$ cat src/rtl/m_dmin_buf.sv
// Data-memory store buffer for the M stage.
// Checks each store for address exceptions, queues legal stores in a small
// FIFO and presents the oldest entry as a write request on the bus.
// Loads that hit a pending store are stalled until that store has drained,
// so a load can never read memory that is older than a store ahead of it.
module m_dmin_buf #(
  parameter int DEPTH = 2
) (
  input  logic        clk,
  input  logic        reset,
  input  logic [31:0] addr,
  input  logic [31:0] writeData,
  input  logic [1:0]  CU_DM_op,
  input  logic        is_store,
  input  logic        is_load,
  input  logic        is_addrOv,
  input  logic        req_flush,
  output logic [31:0] bus_addr,
  output logic [31:0] bus_wdata,
  output logic [3:0]  bus_byteen,
  output logic        bus_valid,
  input  logic        bus_ready,
  output logic        M_is_AdES,
  output logic        M_stall
);

  localparam int AW = (DEPTH > 1) ? $clog2(DEPTH) : 1;
  localparam int CW = AW + 1;

  typedef enum logic [1:0] {
    OP_WORD     = 2'b00,
    OP_BYTE     = 2'b01,
    OP_HALF     = 2'b10,
    OP_WORD_ALT = 2'b11
  } dm_op_e;

  typedef struct packed {
    logic [31:0] addr;
    logic [31:0] data;
    logic [3:0]  be;
  } entry_t;

  // Address map windows (inclusive bounds)
  localparam logic [31:0] DM_LAST  = 32'h0000_2FFF;
  localparam logic [31:0] T0_FIRST = 32'h0000_7F00;
  localparam logic [31:0] T0_LAST  = 32'h0000_7F0B;
  localparam logic [31:0] T0_CNT   = 32'h0000_7F08;
  localparam logic [31:0] T1_FIRST = 32'h0000_7F10;
  localparam logic [31:0] T1_LAST  = 32'h0000_7F1B;
  localparam logic [31:0] T1_CNT   = 32'h0000_7F18;
  localparam logic [31:0] T2_FIRST = 32'h0000_7F20;
  localparam logic [31:0] T2_LAST  = 32'h0000_7F23;

  // FIFO state
  entry_t        mem_q [DEPTH];
  logic [AW-1:0] wr_ptr_q, wr_ptr_d;
  logic [AW-1:0] rd_ptr_q, rd_ptr_d;
  logic [CW-1:0] cnt_q, cnt_d;

  logic   full, empty;
  logic   enq, deq;
  logic   is_word, is_half, is_byte;
  logic   align_err, range_err, timer_err;
  logic   in_dm, in_t0, in_t1, in_t2, in_cnt;
  logic   hit;
  entry_t new_entry;
  entry_t head;

  assign full  = (cnt_q == CW'(DEPTH));
  assign empty = (cnt_q == '0);

  // Decode the access size; the reserved encoding behaves as a word access.
  // NOTE: every signal written in an always_comb gets a default first, so no
  // path through the block can leave it unassigned and infer a latch.
  always_comb begin
    is_word = 1'b1;
    is_half = 1'b0;
    is_byte = 1'b0;
    case (dm_op_e'(CU_DM_op))
      OP_BYTE: begin
        is_word = 1'b0;
        is_byte = 1'b1;
      end
      OP_HALF: begin
        is_word = 1'b0;
        is_half = 1'b1;
      end
      default: ;
    endcase
  end

  // Classify the address against the memory map and the access size.
  always_comb begin
    in_dm  = (addr <= DM_LAST);
    in_t0  = (addr >= T0_FIRST) && (addr <= T0_LAST);
    in_t1  = (addr >= T1_FIRST) && (addr <= T1_LAST);
    in_t2  = (addr >= T2_FIRST) && (addr <= T2_LAST);
    in_cnt = ((addr >= T0_CNT) && (addr <= T0_LAST)) ||
             ((addr >= T1_CNT) && (addr <= T1_LAST));

    align_err = (is_word && (addr[1:0] != 2'b00)) || (is_half && addr[0]);
    range_err = !(in_dm || in_t0 || in_t1 || in_t2);
    // Timer registers take word accesses only, and their counters are read-only.
    timer_err = (!is_word && (in_t0 || in_t1)) || (is_store && in_cnt);
  end

  assign M_is_AdES = is_store && (align_err || range_err || timer_err || is_addrOv);

  // Build the word-aligned entry with lanes replicated and matching byte enables.
  always_comb begin
    new_entry.addr = {addr[31:2], 2'b00};
    new_entry.data = writeData;
    new_entry.be   = 4'b1111;
    if (is_half) begin
      new_entry.data = {2{writeData[15:0]}};
      new_entry.be   = addr[1] ? 4'b1100 : 4'b0011;
    end else if (is_byte) begin
      new_entry.data = {4{writeData[7:0]}};
      new_entry.be   = 4'b0001 << addr[1:0];
    end
  end

  // Full is taken from registered occupancy, so a same-cycle dequeue does not
  // open a slot for the store; it retries next cycle under M_stall.
  assign enq = is_store && !M_is_AdES && !req_flush && !full;
  assign deq = bus_valid && bus_ready;

  // Next pointer and occupancy values; pointers wrap naturally at DEPTH.
  always_comb begin
    wr_ptr_d = enq ? wr_ptr_q + 1'b1 : wr_ptr_q;
    rd_ptr_d = deq ? rd_ptr_q + 1'b1 : rd_ptr_q;
    cnt_d    = cnt_q;
    case ({enq, deq})
      2'b10:   cnt_d = cnt_q + 1'b1;
      2'b01:   cnt_d = cnt_q - 1'b1;
      default: cnt_d = cnt_q;
    endcase
  end

  // Control state register; reset empties the buffer and drops in-flight stores.
  // NOTE: sequential state uses non-blocking assignments so every flop samples
  // the values from before the edge, independent of statement order.
  always_ff @(posedge clk or negedge reset) begin
    if (!reset) begin
      wr_ptr_q <= '0;
      rd_ptr_q <= '0;
      cnt_q    <= '0;
    end else begin
      wr_ptr_q <= wr_ptr_d;
      rd_ptr_q <= rd_ptr_d;
      cnt_q    <= cnt_d;
    end
  end

  // Entry storage written at the tail slot on enqueue.
  // NOTE: the storage array is deliberately not reset; an entry is only ever
  // observed once the pointers mark it valid, and the bus outputs are forced
  // to zero while empty.
  always_ff @(posedge clk) begin
    if (enq) begin
      mem_q[wr_ptr_q] <= new_entry;
    end
  end

  // Load hazard check against registered entries only; an entry leaving this
  // cycle still counts, so the load waits until the write has really gone.
  always_comb begin
    hit = 1'b0;
    for (int i = 0; i < DEPTH; i++) begin
      logic [AW-1:0] off;
      off = AW'(i) - rd_ptr_q;
      if (({1'b0, off} < cnt_q) && (mem_q[i].addr[31:2] == addr[31:2])) begin
        hit = 1'b1;
      end
    end
  end

  assign M_stall = (is_store && full && !M_is_AdES && !req_flush) || (is_load && hit);

  // Head of the queue drives the bus; zero while nothing is pending.
  always_comb begin
    head       = mem_q[rd_ptr_q];
    bus_valid  = !empty;
    bus_addr   = '0;
    bus_wdata  = '0;
    bus_byteen = '0;
    if (!empty) begin
      bus_addr   = head.addr;
      bus_wdata  = head.data;
      bus_byteen = head.be;
    end
  end

endmodule

$ cat config.mk
export PLATFORM = sky130hd
export DESIGN_NAME = m_dmin_buf
export DESIGN_NICKNAME = d
export VERILOG_FILES = /design/src/rtl/m_dmin_buf.sv
export SDC_FILE = /design/constraint.sdc
export NUM_CORES = 1
export LEC_CHECK = 0
export ABC_AREA = 1
export BUFFER_PORTS_ARGS = -buffer_cell sky130_fd_sc_hd__buf_2
export CORE_MARGIN = 2
export CORE_UTILIZATION = 30
export DETAILED_ROUTE_END_ITERATION = 10
export GPL_TIMING_DRIVEN = 0
export PLACE_DENSITY = 0.47
export SYNTH_ARGS = -nofsm -noshare
export SYNTH_HDL_FRONTEND = slang
export SYNTH_SLANG_ARGS = --single-unit
$ cat constraint.sdc
create_clock -name clk -period 4.8 [get_ports clk]
set_input_delay 0.48 -clock clk [delete_from_list [all_inputs] [get_ports clk]]
set_output_delay 0.48 -clock clk [all_outputs]
set_load 0.02 [all_outputs]
==> impl_metrics.ini <==
[cts]
cts_tree = built
post_cts_buffers = 0
cts_resized = 0
cts_buffers = 17
clock_path_buffers = 2
cts_sinks = 136
path_clk_slew_ns = 0.06
insertion_delay_ns = 0.43
root_buffer = clkbuf_16
htreeDepth = 4

[worst_setup_path]
worstPathCellList = nor2_1 -> clkbuf_1 -> inv_1 -> clkbuf_1 -> o21ai_0 -> a21oi_1 -> buf_2
cp.required_ns = 4.32
crit_path_frequent_cell = clkbuf_1
path_class = reg2out
cp_top_family = buffers and inverters
cpPeakStageDelay_ns = 0.55
cp_data_arrival_time_ns = 2.63
cp-start-kind = flop
cp_max_fo = 10
cp_num_buf_inv = 4
ff2ff_setup_slack_ns = 2.63
crit_path_end_kind = output pin
slowest_stage = clkbuf_1

[routing]
viasPerCell = 4.734
drt_wl_total_mm = 22.08
drc = 0
drt-pass1-iter-count = 4
route.vias.total = 5577
routedWlPerCell_um = 18.74
drt_iter0_drc = 375
ant_nets = 0

[synthesis]
synth_cell_types = 38
synthMuxAreaShare_pct = 0
yosys_register_bits = 136
synth_top_family_by_area = simple AND/OR/NAND/NOR gates
synth_top_flop_cell = edfxtp_1
yosys-top-cells-count = nand2_1, edfxtp_1, a21oi_1
synthCells = 714
post-synth-top-count-cell = nand2_1
synth_xor_area_share_pct = 4.511
syn-cell-area_um2 = 6795
synth_simple_gate_area_share_pct = 21.21
syn_avg_cell_area_um2 = 9.517
seq_area_frac_synth_pct = 59.80
synth-edff-count = 132
synth-compound-area-share_pct = 9.354
synth_warnings = 0
synthArstFlopShare_pct = 2.941
synth.top_cell.area_share_pct = 58.33
yosysTopAreaCell = edfxtp_1
synth.area.top_cells = edfxtp_1, nand2_1, a21oi_1
synth_fa_ha_area_share_pct = 0.5524

[pwr]
p_per_area_nw_per_um2 = 507.9
fin_total_pwr_w = 0.004336
p_int_w = 0.002541
netSwitchingPower_w = 0.001795
clock_power_share_pct = 30.5
p_sw_share_pct = 41.39
p_comb_share_pct = 38.7
p_seq_share_pct = 30.8
p_leak_nw = 3.457
vdd_drop_max_mv = 0.3353

[sta]
fin_crit_sh_pct = 64.81
fmax_mhz = 321.5
worst_pin_slew_ns = 0.7595
rsz0062_at_grt = false
fin_crit_ns = 3.111
relSlewSlack_pct = 49.37
worst_clock_skew_ns = 0.007365
hold_violations = 0
setup_violations = 0
drv_slew = 0

[global_routing]
grt_max_degree = 58
grt_pass1_wl_mm = 33.13
grt_pass1_vias = 5506
grt_overflow = 0
antenna_found_initial = 2
track_usage_pct = 19.05

[die]
core_area_um2 = 22430
dieArea_um2 = 23870
initial_core_util_pct = 30.29
dieWidth_um = 154.5
rows = 55
ios = 144
die_y_um = 154.5

[final_layout]
fin_cells = 1178
n_fill_cell = 2322
area_growth_pct = 25.65
fin_nets = 954
final_core_util_pct = 38.06
drive_gt1_share_pct = 23.68

[hold_path]
hp-class = in2reg

[place]
place_inst = 1143
hpwl_mm = 15.89
routabilityCongestion = 0.8500
io_buffer_count = 140

[flow_run]
drv_cap = 0

[status]
outcome = finished clean
## final cells by class
| cell class | instances | area [um^2] | area share, % |
|---|---|---|---|
| Sequential cell | 136 | 4064 | 47.60 |
| Multi-Input combinational cell | 501 | 2436 | 28.53 |
| Timing Repair Buffer | 144 | 778.2 | 9.115 |
| Antenna cell | 2 | 5.005 | 0.05862 |
| Tap cell | 285 | 356.6 | 4.176 |
| Clock inverter | 15 | 163.9 | 1.920 |
| Buffer | 30 | 123.9 | 1.451 |
| Clock buffer | 17 | 425.4 | 4.982 |
| Inverter | 48 | 185.2 | 2.169 |
## metal layers
| layer | wire length (um) | track usage, % | up-vias |
|---|---|---|---|
| met4 | 228 | 4.409 | 0 |
| met2 | 10730 | 32.21 | 158 |
| met5 | 0 | 0 | - |
| met3 | 1354 | 5.408 | 22 |
| li1 | - | - | 2758 |
| met1 | 9767 | 24.29 | 2639 |
## what timing repair did
| action | in CTS | in global routing |
|---|---|---|
| endpoints found under the setup margin | 0 | 0 |
| endpoints found under the hold margin | 4 | 0 |
| hold buffers | 1 | 0 |
## power by group through the flow
stage	Combinational, W	Sequential [W]	Clock [W]
floorplan	0.000981	0.00136	0
CTS	0.00171	0.00134	0.00135
global route	0.00182	0.00134	0.00140
detailed placement	0.00171	0.00136	0
finish	0.00168	0.00134	0.00132
global placement	0.00170	0.00136	0
## registers in the layout, summed over array words and instances (netlist names)
name      cells
cnt_q         2
mem_q       132
rd_ptr_q      1
wr_ptr_q      1
## kinds of logic (layout without fill, tap and decap cells)
group / Yosys count / after routing
AOI/OAI and AO/OA: 119 / 119
xor gates and xnor gates: 35 / 35
adders and majority gates: 3 / 3
buffers and inverters: 78 / 254
DFF: 136 / 136
other: 1 / 4
and+or+nand+nor: 342 / 342
## stage by stage
step	worst slack, ns	setup TNS [ns]	hold slack, ns	instance area [um^2]
6_report	1.689	0	0.2540	8538
5_1_grt	1.521	0	0.2397	8533
4_1_cts	1.627	0	0.2348	8533
3_5_place_dp	1.776	0	0.2932	7934
3_3_place_gp	-2.561	-168.53	0.2928	7856
2_1_floorplan	0.01371	0	0.1844	6799
## path summary, 6_finish.rpt
check	startpoint	end	depth (start not counted)
min reg2reg	cnt_q[0]$_DFFE_PN0P_	cnt_q[0]$_DFFE_PN0P_	1
min	addr[3]	mem_q[1][37]$_DFFE_PP_	1
max in group asynchronous	reset	wr_ptr_q$_DFFE_PN0P_	2
max reg2reg	cnt_q[0]$_DFFE_PN0P_	cnt_q[1]$_DFFE_PN0P_	7
max	cnt_q[0]$_DFFE_PN0P_	bus_addr[16]	7
min in group asynchronous	reset	rd_ptr_q$_DFFE_PN0P_	2
## cells in the final DEF, fill, tap and decap left out, types with 16 or more instances in the layout
| master | count |
|---|---|
| a21oi_1 | 72 |
| buf_2 | 143 |
| clkbuf_1 | 23 |
| clkbuf_16 | 17 |
| edfxtp_1 | 132 |
| inv_1 | 36 |
| nand2_1 | 242 |
| nand3_1 | 20 |
| nor2_1 | 34 |
| o21ai_0 | 29 |
| xnor2_1 | 19 |
| xor2_1 | 16 |
Power figures use the tool's default switching activity.
